### src/rtl/ram_dp_scrub_if.sv
// Bus bundle for ram_dp_scrub: one write port, one registered read port,
// the zeroize request, and the status outputs.
interface ram_dp_scrub_if #(
   parameter int DATA_W = 8,
   parameter int ADDR_W = 8
);
   logic [DATA_W-1:0] data;
   logic [ADDR_W-1:0] addr;
   logic              we;
   logic [ADDR_W-1:0] raddr;
   logic              re;
   logic              zeroize;
   logic [DATA_W-1:0] Qout;
   logic              q_valid;
   logic              busy;

   modport master (
      output data, addr, we, raddr, re, zeroize,
      input  Qout, q_valid, busy
   );

   modport slave (
      input  data, addr, we, raddr, re, zeroize,
      output Qout, q_valid, busy
   );
endinterface

### src/rtl/ram_dp_scrub.sv
// Simple-dual-port RAM with a registered, write-first read port and a
// zeroize engine that clears every word after reset and on request.
// While the engine runs, user accesses are ignored.
module ram_dp_scrub #(
   parameter int DATA_W = 8,
   parameter int ADDR_W = 8,
   parameter int DEPTH  = 2**ADDR_W
) (
   input logic           clk,
   input logic           rst_n,
   ram_dp_scrub_if.slave bus
);
   typedef enum logic {SCRUB, IDLE} state_t;

   // DEPTH as an (ADDR_W+1)-bit value so DEPTH == 2**ADDR_W still compares correctly
   localparam logic [ADDR_W:0]   DEPTH_V = DEPTH[ADDR_W:0];
   localparam logic [ADDR_W-1:0] LAST    = ADDR_W'(DEPTH - 1);

   state_t            state_q, state_d;
   logic [ADDR_W-1:0] ptr_q, ptr_d;
   logic [DATA_W-1:0] mem [DEPTH];
   logic [DATA_W-1:0] q_q;
   logic              vld_q;

   logic              wr_in, rd_in, fwd, user_ok;
   logic              mem_we;
   logic [ADDR_W-1:0] mem_wa;
   logic [DATA_W-1:0] mem_wd, rd_data;

   assign wr_in = ({1'b0, bus.addr}  < DEPTH_V);
   assign rd_in = ({1'b0, bus.raddr} < DEPTH_V);
   assign fwd   = bus.we && wr_in && (bus.addr == bus.raddr);

   // Scrub engine next state and the single write-port mux (scrub wins over user)
   always_comb begin
      state_d = state_q;
      ptr_d   = ptr_q;
      mem_we  = 1'b0;
      mem_wa  = ptr_q;
      mem_wd  = '0;
      user_ok = 1'b0;
      case (state_q)
         SCRUB: begin
            mem_we = 1'b1;
            if (bus.zeroize) begin
               // restart: this edge clears word 0, the full pass follows
               mem_wa = '0;
               ptr_d  = '0;
            end else if (ptr_q == LAST) begin
               state_d = IDLE;
               ptr_d   = '0;
            end else begin
               ptr_d = ptr_q + 1'b1;
            end
         end
         default: begin
            if (bus.zeroize) begin
               state_d = SCRUB;
               ptr_d   = '0;
            end else begin
               user_ok = 1'b1;
               if (bus.we && wr_in) begin
                  mem_we = 1'b1;
                  mem_wa = bus.addr;
                  mem_wd = bus.data;
               end
            end
         end
      endcase
   end

   // Read data source: forwarded write data, stored word, or 0 beyond DEPTH
   always_comb begin
      rd_data = '0;
      if (fwd)        rd_data = bus.data;
      else if (rd_in) rd_data = mem[bus.raddr];
   end

   // Scrub engine state register
   always_ff @(posedge clk or negedge rst_n) begin
      if (!rst_n) begin
         state_q <= SCRUB;
         ptr_q   <= '0;
      end else begin
         state_q <= state_d;
         ptr_q   <= ptr_d;
      end
   end

   // Storage array; deliberately unreset, the scrub pass clears it
   always_ff @(posedge clk) begin
      if (mem_we) mem[mem_wa] <= mem_wd;
   end

   // Registered read port; Qout holds whenever no read is accepted
   always_ff @(posedge clk or negedge rst_n) begin
      if (!rst_n) begin
         q_q   <= '0;
         vld_q <= 1'b0;
      end else if (user_ok && bus.re) begin
         q_q   <= rd_data;
         vld_q <= 1'b1;
      end else begin
         vld_q <= 1'b0;
      end
   end

   assign bus.Qout    = q_q;
   assign bus.q_valid = vld_q;
   assign bus.busy    = (state_q == SCRUB);
endmodule

### src/flat_wrapper.sv
// flat-port wrapper written by rule: the top's interface ports become plain ports
module ram_dp_scrub_flat 
#(
   parameter int DATA_W = 8,
   parameter int ADDR_W = 8,
   parameter int DEPTH  = 2**ADDR_W
)
  (clk, rst_n, bus_data, bus_addr, bus_we, bus_raddr, bus_re, bus_zeroize, bus_Qout, bus_q_valid, bus_busy);
  ram_dp_scrub_if #(.DATA_W(DATA_W), .ADDR_W(ADDR_W)) bus_i ();
  input logic clk;
  input logic rst_n;
  input wire logic [$bits(bus_i.data)-1:0] bus_data;
  input wire logic [$bits(bus_i.addr)-1:0] bus_addr;
  input wire logic [$bits(bus_i.we)-1:0] bus_we;
  input wire logic [$bits(bus_i.raddr)-1:0] bus_raddr;
  input wire logic [$bits(bus_i.re)-1:0] bus_re;
  input wire logic [$bits(bus_i.zeroize)-1:0] bus_zeroize;
  output wire logic [$bits(bus_i.Qout)-1:0] bus_Qout;
  output wire logic [$bits(bus_i.q_valid)-1:0] bus_q_valid;
  output wire logic [$bits(bus_i.busy)-1:0] bus_busy;
  assign bus_i.data = bus_data;
  assign bus_i.addr = bus_addr;
  assign bus_i.we = bus_we;
  assign bus_i.raddr = bus_raddr;
  assign bus_i.re = bus_re;
  assign bus_i.zeroize = bus_zeroize;
  assign bus_Qout = bus_i.Qout;
  assign bus_q_valid = bus_i.q_valid;
  assign bus_busy = bus_i.busy;
  ram_dp_scrub #(.DATA_W(DATA_W), .ADDR_W(ADDR_W), .DEPTH(DEPTH)) u_core (.clk(clk), .rst_n(rst_n), .bus(bus_i));
endmodule
### config.mk
export PLATFORM = sky130hd
export DESIGN_NAME = ram_dp_scrub_flat
export DESIGN_NICKNAME = d
export VERILOG_FILES = /design/src/rtl/ram_dp_scrub_if.sv /design/src/rtl/ram_dp_scrub.sv /design/src/flat_wrapper.sv
export SDC_FILE = /design/constraint.sdc
export NUM_CORES = 2
export LEC_CHECK = 0
export ABC_CLOCK_PERIOD_IN_PS = 9850
export CAP_MARGIN = 5
export CORE_UTILIZATION = 55
export CTS_CLUSTER_SIZE = 28
export DETAILED_ROUTE_END_ITERATION = 7
export PLACE_DENSITY = 0.72
export SKIP_CTS_REPAIR_TIMING = 1
export SYNTH_ARGS = -nofsm -noshare
export SYNTH_HDL_FRONTEND = slang
export SYNTH_SLANG_ARGS = --single-unit
### constraint.sdc
create_clock -name clk -period 9.85 [get_ports clk]
set_clock_uncertainty 0.15 [all_clocks]
set_input_delay 1.97 -clock clk [delete_from_list [all_inputs] [get_ports clk]]
set_output_delay 1.97 -clock clk [all_outputs]
set_load 0.005 [all_outputs]
==> results_dict.tcl <==
set metrics [dict create \
    finalWirelength_mm 206.1 \
    final-setup-viol-count 0 \
    yosys.area_share.simple_pct 3.976 \
    period_share_pct 59.81 \
    drtAntennaViolNets 0 \
    route.detailed.drc 0 \
    maxCapViolCount 0 \
    synth_edf_count 2048 \
    clk_pin_slew_worst_paths_ns 0.06 \
    synthMuxAreaShare_pct 14.32 \
    die_w_um 386.3 \
    fin_nets 4200 \
    rsz0062_at_grt "false" \
    grt_pass1_vias 40980 \
    p_per_area_nw_per_um2 195.9 \
    synth_top_family_by_area "multiplexers" \
    tightestPinTransition_ns 1.353 \
    core_um2 146100 \
    synthAdderAreaFrac_pct 0.01540 \
    ys_async_sr_fraction_pct 0.8712 \
    drtPass1Iterations 7 \
    holdWs_ns 0.4860 \
    hold_class "reg -> reg" \
    antenna_found_initial 6 \
    power_leakage_nw 32.10 \
    via_per_inst 6.752 \
    cts_root_buffer "clkbuf_16" \
    start_kind "input pin" \
    ys_warn_count 0 \
    io_buffers 38 \
    synth_fp_nets 4128 \
    status "complete, no violations" \
    htreeDepth 4 \
    num_rows 140 \
    clk_path_buf_depth 3 \
    synthCells 4098 \
    cts_sinks 2066 \
    clockPowerShare_pct 42.3 \
    period_minus_slack_ns 5.892 \
    wl_per_cell_um 32.98 \
    crit_arrival_ns 6.16 \
    fmax_ghz 0.1697 \
    cp.required_ns 10.12 \
    p_sw_mw 3.622 \
    critPathMaxFanout 14 \
    max-slew-margin-rel_pct 9.803 \
    nFillCells 9964 \
    ys_ff_latch 2066 \
    ir_drop_v 0.0001543 \
    yosysTopAreaCellShare_pct 75.71 \
    finalSetupTns_ns 0 \
    track_usage_pct 27.87 \
    hold_viol_final 0 \
    io_pins 39 \
    cts_buffers 195 \
    combPwrFrac_pct 3.3 \
    clock_latency_ns 0.85 \
    post_dp_cell_area_um2 83310 \
    initial_core_util_pct 55.60 \
    synth_top_area_cell "edfxtp_1" \
    die_h_um 386.3 \
    hpwlAfterDp_mm 124.5 \
    synth_cell_types 80 \
    gp_congestion 0.9220 \
    final_layout_size_suffix_gt1_share_pct 19.00 \
    yosys.area_share.xor_xnor_pct 0.06470 \
    syn-cell-area_um2 81230 \
    synth_compound_area_share_pct 3.440 \
    seqPwrFrac_pct 54.3 \
    tritoncts "done" \
    avgSynthCellArea_um2 19.82 \
    critical_path_class "in -> reg" \
    drtIter0Drc 6183 \
    syn_to_final_growth_pct 10.29 \
    grt-ovfl-total 0 \
    slew_viol_final 0 \
    synth.area.top_cells "edfxtp_1 (76%), mux4_2 (12%), mux2i_1 (2.4%)" \
    num_vias 42190 \
    reg2reg_setup_slack_ns 5.13 \
    grt_pass1_wl_mm 293.8 \
    p_int_mw 13.92 \
    fin_area_um2 89580 \
    end_kind "register" \
    p_sw_share_pct 20.65 \
    ys.flop_type "edfxtp_1" \
    yosysSeqAreaShare_pct 76.27 \
    grt_max_degree 192 \
    die-area_um2 149200 \
]
[placed cells by master, fill, tap and decap left out, types with 6 or more instances in the layout]
cell type,count
edfxtp_1,2048
mux4_2,418
nor2_1,328
mux2i_1,198
clkbuf_16,198
nand2_1,188
nand3_1,79
buf_4,78
a21oi_1,75
o22ai_1,61
o221ai_1,51
clkinv_1,48
clkbuf_1,43
a22oi_1,40
clkdlybuf4s50_1,32
clkinv_2,29
o21ai_0,26
a31oi_1,23
o211ai_1,22
mux2_2,21
nor3_1,21
and3_1,19
bufinv_16,18
dfrtp_1,18
and2_1,14
nand2b_1,14
nor2b_1,12
a211oi_1,12
nand4_1,12
a221oi_1,9
a22o_1,9
a32oi_1,8
o31ai_1,8
inv_8,7
nor4_1,6
inv_16,6
buf_12,6
[cells by family after synthesis]
logic type,Yosys count
flops,2066
simple gates,732
mux,637
compound gates,397
buf+inv,259
xor+xnor,6
fa+ha+maj,1
[Yosys cell counts, types with 6 or more instances]
master    number
nand3_1       81
o31ai_1        8
mux2_2        21
buf_2         63
a221oi_1       9
a22oi_1       40
a22o_1         9
o221ai_1      51
and2_1        14
nand2_1      189
a21oi_1       75
clkbuf_1      91
buf_8          6
nor3_1        21
nor2_1       328
mux4_2       418
dfrtp_1       18
nor2b_1       12
a31oi_1       23
and3_1        20
inv_1         11
mux2i_1      198
a32oi_1        8
buf_1         15
o21ai_0       26
nand2b_1      14
buf_6         33
nor4_1         7
o211ai_1      22
o22ai_1       61
nand4_1       12
a211oi_1      13
buf_4         33
edfxtp_1    2048
[stage by stage]
step | setup WS [ns] | total power [mW] | utilization, % | std cells
4_1_cts | 4.153 | 17.57 | 61.31 | 6244
2_1_floorplan | 3.087 | 10.10 | - | 4098
3_3_place_gp | 3.437 | 10.29 | 57.02 | 5889
5_1_grt | 3.733 | 17.92 | 61.31 | 6244
6_report | 3.958 | 17.55 | 61.32 | 6248
3_5_place_dp | 3.296 | 10.29 | 57.03 | 5890
[power groups by stage]
stage | registers [mW] | clock network, mW | logic [mW]
6_report | 9.53 | 7.43 | 0.584
2_1_floorplan | 9.71 | 0 | 0.380
5_1_grt | 9.53 | 7.79 | 0.601
4_1_cts | 9.53 | 7.46 | 0.575
3_5_place_dp | 9.72 | 0 | 0.573
3_3_place_gp | 9.72 | 0 | 0.570
[flip-flops by register name, indices dropped and copies added, names as in the netlist]
| register | cells |
|---|---|
| u_core.bus.Qout | 8 |
| u_core.ptr_q | 8 |
| u_core.bus.q_valid | 1 |
| u_core.state_q | 1 |
| u_core.mem | 2048 |
[layout make-up]
cell class	count	area (um2)	share of cell area, %
antenna	4	10.01	0.01117
clock buffer	245	5171	5.773
clock inverter	109	1091	1.218
inverter	14	105.1	0.1173
multi-input combinational	1773	17780	19.85
sequential	2066	61950	69.15
tap	1917	2399	2.678
timing repair buffer	120	1076	1.201
[worst paths after layout]
| kind | from | endpoint | cells after the start |
|---|---|---|---|
| setup / recovery | bus_zeroize | u_core.mem[26][1] | 8 |
| hold / removal | u_core.ptr_q[4] | u_core.ptr_q[4] | 2 |
| setup reg to reg | u_core.state_q | u_core.mem[26][1] | 7 |
| hold reg to reg | u_core.ptr_q[4] | u_core.ptr_q[4] | 2 |
| max in group asynchronous | rst_n | u_core.bus.Qout[6] | 1 |
| min in group asynchronous | rst_n | u_core.bus.q_valid | 1 |
[critical path, cell delays in order]
cell and delay, ns:
clkdlybuf4s50_1 0.75, and2b_1 0.39, a32oi_1 0.38, nand2_1 0.14, nor2_1 0.45, nand3_1 0.92
buf_4 0.53, nor2_1 0.62
[metal layers]
layer	global-route usage [%]	routed length [um]	part of all wire, %	vias to the layer above
met5	0	29	0.014	-
met4	10.20	7731	3.8	4
met3	7.277	24950	12	399
met2	41.82	95050	46	2809
met1	39.78	78300	38	21970
li1	-	-	-	17000
(Power assumes the default switching activity.)
